File: src/rtl/record_pkg.sv
// Shared constants and FSM encoding for the record serializer.
package record_pkg;
    localparam int REC_W         = 48;
    localparam int BYTES_PER_REC = REC_W / 8;
    localparam int MARKER_BIT    = REC_W - 1;
    localparam int LOST_CNT_W    = 16;

    typedef enum logic [1:0] {
        IDLE  = 2'd0,
        LATCH = 2'd1,
        SEND  = 2'd2
    } state_t;
endpackage

File: src/rtl/lost_counter.sv
// Saturating lost-record counter with a pending flag; only built with LOST_MARKER_EN.
module lost_counter #(
    parameter int W = 16
) (
    input  logic         clk,
    input  logic         reset,
    input  logic         inc,
    input  logic         clr,
    output logic [W-1:0] count,
    output logic         pending
);
    always_ff @(posedge clk) begin
        if (reset) begin
            count   <= '0;
            pending <= 1'b0;
        end else if (clr) begin
            // A loss in the same cycle as the marker load starts the next marker.
            count   <= {{(W-1){1'b0}}, inc};
            pending <= inc;
        end else if (inc) begin
            pending <= 1'b1;
            if (count != {W{1'b1}})
                count <= count + 1'b1;
        end
    end
endmodule

File: src/rtl/record_serializer.sv
// Reads REC_W-bit records from a non-show-ahead FIFO and emits them MSB-first as bytes.
// Define LOST_MARKER_EN to interleave lost-record marker records.
module record_serializer #(
    parameter int REC_W      = record_pkg::REC_W,
    parameter int LOST_CNT_W = record_pkg::LOST_CNT_W
) (
    input  logic             clk,
    input  logic             reset,
    input  logic             enable,
    input  logic             fifo_empty,
    output logic             fifo_rdreq,
    input  logic [REC_W-1:0] fifo_q,
    input  logic             rec_lost,
    output logic [7:0]       out_data,
    output logic             out_valid,
    input  logic             out_ready
);
    import record_pkg::*;

    localparam int NBYTES = REC_W / 8;
    localparam int IDX_W  = $clog2(NBYTES);

    state_t             state;
    logic [REC_W-1:0]   shift;
    logic [IDX_W-1:0]   byte_idx;
    logic               marker_pend;
    logic               marker_load;
    logic [LOST_CNT_W-1:0] lost_count;
    logic [REC_W-1:0]   marker_rec;
    logic               can_read;

    // The cycle in IDLE with fifo_rdreq high is the read issue; markers wait for it.
    assign marker_load = (state == IDLE) && !fifo_rdreq && marker_pend;
    assign can_read    = enable && !fifo_empty && !marker_pend;
    assign marker_rec  = {1'b1, {(REC_W-1-LOST_CNT_W){1'b0}}, lost_count};

`ifdef LOST_MARKER_EN
    lost_counter #(.W(LOST_CNT_W)) u_lost_counter (
        .clk     (clk),
        .reset   (reset),
        .inc     (rec_lost),
        .clr     (marker_load),
        .count   (lost_count),
        .pending (marker_pend)
    );
`else
    logic unused_rec_lost;
    assign unused_rec_lost = rec_lost;
    assign lost_count      = '0;
    assign marker_pend     = 1'b0;
`endif

    always_ff @(posedge clk) begin
        if (reset) begin
            state      <= IDLE;
            fifo_rdreq <= 1'b0;
            out_valid  <= 1'b0;
            out_data   <= 8'h00;
            shift      <= '0;
            byte_idx   <= '0;
        end else begin
            fifo_rdreq <= 1'b0;
            case (state)
                IDLE: begin
                    if (fifo_rdreq) begin
                        state <= LATCH;
                    end else if (marker_load) begin
                        shift     <= marker_rec;
                        byte_idx  <= '0;
                        out_data  <= marker_rec[REC_W-1 -: 8];
                        out_valid <= 1'b1;
                        state     <= SEND;
                    end else if (can_read) begin
                        fifo_rdreq <= 1'b1;
                    end
                end
                LATCH: begin
                    shift     <= fifo_q;
                    byte_idx  <= '0;
                    out_data  <= fifo_q[REC_W-1 -: 8];
                    out_valid <= 1'b1;
                    state     <= SEND;
                end
                SEND: begin
                    if (out_ready) begin
                        shift    <= shift << 8;
                        byte_idx <= byte_idx + 1'b1;
                        out_data <= shift[REC_W-9 -: 8];
                        if (byte_idx == IDX_W'(NBYTES-1)) begin
                            // Issue the next read on the way back to IDLE to keep 8 cycles/record.
                            out_valid  <= 1'b0;
                            state      <= IDLE;
                            fifo_rdreq <= can_read;
                        end
                    end
                end
                default: begin
                    state     <= IDLE;
                    out_valid <= 1'b0;
                end
            endcase
        end
    end
endmodule

File: config.mk
export PLATFORM = sky130hd
export DESIGN_NAME = record_serializer
export DESIGN_NICKNAME = d
export VERILOG_FILES = /design/src/rtl/record_pkg.sv /design/src/rtl/lost_counter.sv /design/src/rtl/record_serializer.sv
export SDC_FILE = /design/constraint.sdc
export NUM_CORES = 1
export LEC_CHECK = 0
export ABC_CLOCK_PERIOD_IN_PS = 1650
export BUFFER_PORTS_ARGS = -buffer_cell sky130_fd_sc_hd__clkbuf_2
export CAP_MARGIN = 30
export CORE_ASPECT_RATIO = 1.1
export CORE_MARGIN = 1
export CORE_UTILIZATION = 41
export DETAILED_ROUTE_END_ITERATION = 12
export PLACE_DENSITY_LB_ADDON = 0.05
export SYNTH_ARGS = -nofsm -noshare
export SYNTH_HDL_FRONTEND = slang
export SYNTH_SLANG_ARGS = --single-unit
File: constraint.sdc
create_clock -name clk -period 1.65 [get_ports clk]
set_input_delay 0.0825 -clock clk [delete_from_list [all_inputs] [get_ports clk]]
set_output_delay 0.0825 -clock clk [all_outputs]
set_load 0.05 [all_outputs]
==> impl_metrics.toml <==
[power_and_ir_drop]
power.share.clock_pct = 30.1
power.switching_uw = 641
cellLeakagePower_uw = 0.00131
switching_share_pct = 25.6
p_int_uw = 1870
p_seq_share_pct = 56.5
ir_worst_vdd_mv = 0.383
pwr_density_cell_nw_per_um2 = 836
comb_power_share_pct = 13.4

[floorplan]
core_um2 = 5770
die_w_um = 75.6
dieArea_um2 = 6260
die_h_um = 82.9
start_util_pct = 42.3
row_count = 29
ios = 64

[synth]
synthSimpleGateAreaFrac_pct = 42.6
ys_warn_count = 0
synth_mux_area_share_pct = 0
synth_compound_area_share_pct = 4.51
synth_area_leaders = "dfxtp_1 45%, nor2_1 13%, nor3_1 8.2%"
ys_types = 29
synth.top_cell.area_share_pct = 45.1
synth_top_cell_by_area = "dfxtp_1"
yosys.area_share.xor_xnor_pct = 0
synth-edff-count = 0
synth_top_flop_cell = "dfxtp_1"
synth_nets = 359
syn_inst = 303
synthArstFlopShare_pct = 0
seq_area_frac_synth_pct = 45.1
synthAdderAreaFrac_pct = 1.03
ys_ff_latch = 55
syn_avg_cell_area_um2 = 8.05
synth_top_family_by_area = "simple AND/OR/NAND/NOR gates"
synth_area_um2 = 2440

[final_layout]
nets = 416
layout-drive-gt1-share_pct = 26.7
diodes = 0
area_growth_pct = 22.9

[status]
violations = "design-rule violations"
status = "complete, but fails checks"

[hold_path]
min_to = "out_data[1]$_SDFFE_PP0P_"
hold_start = "fifo_q[41]"
whs_path_depth = 3
hp-class = "in -> reg"

[setup_path]
critPathRequiredTime_ns = 1.86
cpPeakStageDelay_ns = 0.37
cp-end-kind = "flop"
cp_slowest_cell = "dfxtp_1"
rr_endpoint = "shift[20]$_SDFFE_PP0P_"
r2r_cells = 5
worstSetupPathType = "reg -> reg"
cp_max_fo = 26
critPathArrivalTime_ns = 1.68
crit_start = "state[1]$_SDFFE_PP0P_"
crit_top_cell = "buf_4"
cp-start-kind = "flop"
r2r_start = "state[1]$_SDFFE_PP0P_"
cp_num_buf_inv = 2
cp_top_family = "buffers and inverters"
rrSetupSlack_ns = 0.18
crit_chain = "buf_4 > nand2b_2 > buf_4 > nor2_1 > nor4_1"

[global_route]
grt.total_usage_pct = 18.5
grt_max_degree = 57
grt_pass1_wl_mm = 9.05
grt_pass1_vias = 2024
grt_overflow_total = 0
antenna_found_initial = 0

[placement]
place.gp.congestion = 0.678
hpwl_mm = 3.48
port-buffer-count = 62

[timing]
fin_tns_setup_ns = 0
max_slew.worst_pin.slew_ns = 0.367
maxClockFrequency_mhz = 680
slew_viol_final = 0
setup_viol_count_final = 0
hold_viol = 0
slew_headroom_pct = 75.5
period_needed_ns = 1.47
finalClockSkew_ns = 0.00493
rsz0062_at_grt = "no"
finalCritPeriodShare_pct = 89.1
whs_ns = 0.0347

[routing]
wl_mm = 5.53
wl_per_cell_um = 12.6
post-route-drc-count = 2
routed_via_density = 5.12
ant_nets = 0
drtPass1Iterations = 8
dr.first_iter.drc_count = 178
num_vias = 2237

[clock_tree]
clockBufferDepth = 2
cts.sinks = 55
clock_latency_ns = 0.31
clockRootBuffer = "clkbuf_8"
h-tree-depth = 2
cts_buffers = 5
clkTransAtPathRegs_ns = 0.09
cts_tree = "yes"

[job]
cap_violations = 0
through the flow:
stage,area (µm²),util (%),setup slack [ns],instances,power [µW]
finish,3000,52.0,0.179,437,2510
global placement,2830,49.1,0.285,422,1770
global route,3000,52.0,0.0906,437,2630
detailed placement,2830,49.1,0.217,422,1770
floorplan,2440,-,0.404,303,1660
CTS,3000,52.0,0.170,437,2540
Yosys cell counts, types with 2 or more instances:
cell and count:
a21o_1 2, a21oi_1 12, buf_2 12, buf_4 9, clkbuf_1 9, dfxtp_1 55, ha_1 2, nand2_1 9
nand2b_1 5, nand3_1 10, nor2_1 83, nor3_1 40, nor4_1 27, nor4_2 13
area by class of cell:
cell class | count | area (µm²)
inverter | 1 | 3.75
fill | 609 | 2770
tap | 77 | 96.3
multi-input combinational | 217 | 1180
clock buffer | 6 | 82.6
clock inverter | 1 | 5.00
timing repair buffer | 80 | 528
sequential | 55 | 1100
cell families (layout without fill, tap and decap cells):
logic type,count (synthesis),in the layout
and+or+nand+nor,196,196
DFF,55,55
buffers and inverters,31,88
AOI/OAI and AO/OA,19,19
adders and majority gates,2,2
sequential cells by signal (all words and copies together), names as in the netlist:
signal,count
shift,40
out_data,8
byte_idx,3
state,2
fifo_rdreq,1
out_valid,1
per-layer routing:
layer	up-vias	part of all wire, %	GRT usage, %
met2	46	47	29.4
li1	1170	-	-
met3	7	4.1	4.49
met5	-	0	0
met1	1014	47	24.4
met4	0	1.6	5.72
cells in the final DEF (no fill, tap or decap), types with 2 or more instances in the layout:
master         instances
nand2_1                9
nor4_1                27
nor2_1                83
clkbuf_2              62
buf_12                 5
ha_1                   2
nand2b_1               4
nand3_1               10
buf_4                  5
a21o_1                 2
clkbuf_8               6
nor4_2                13
dlygate4sd3_1          8
dfxtp_1               55
nor3_1                40
a21oi_1               12
power groups by stage:
stage                     clock, µW  combinational, µW  sequential, µW
after floorplan                   0                172            1480
after global placement            0                322            1450
after detailed placement          0                325            1450
after CTS                       777                341            1420
after global routing            834                371            1430
final                           754                336            1420
timing repair:
item / 4_1_cts / 5_1_grt
setup buffers: 0 / 0
hold buffers: 8 / 0
endpoints found under the hold margin: 8 / 0
gates resized for setup: 0 / 0
worst reg2reg max path, cell delays in order, from the launching register on:
cell and delay (ns):
dfxtp_1 0.37, buf_4 0.22, nand2b_2 0.16, buf_4 0.27, nor2_1 0.09, nor4_1 0.26
worst max-delay path by stage:
stage | end | slack (ns) | cells past startpoint
6_report | shift[20]$_SDFFE_PP0P_ | 0.18 | 5
5_1_grt | shift[26]$_SDFFE_PP0P_ | 0.09 | 5
4_1_cts | shift[20]$_SDFFE_PP0P_ | 0.17 | 5
3_5_place_dp | shift[35]$_SDFFE_PP0P_ | 0.22 | 5
3_3_place_gp | shift[24]$_SDFFE_PP0P_ | 0.29 | 5
2_1_floorplan | out_data[4]$_SDFFE_PP0P_ | 0.40 | 6
Power figures use the tool's default switching activity.
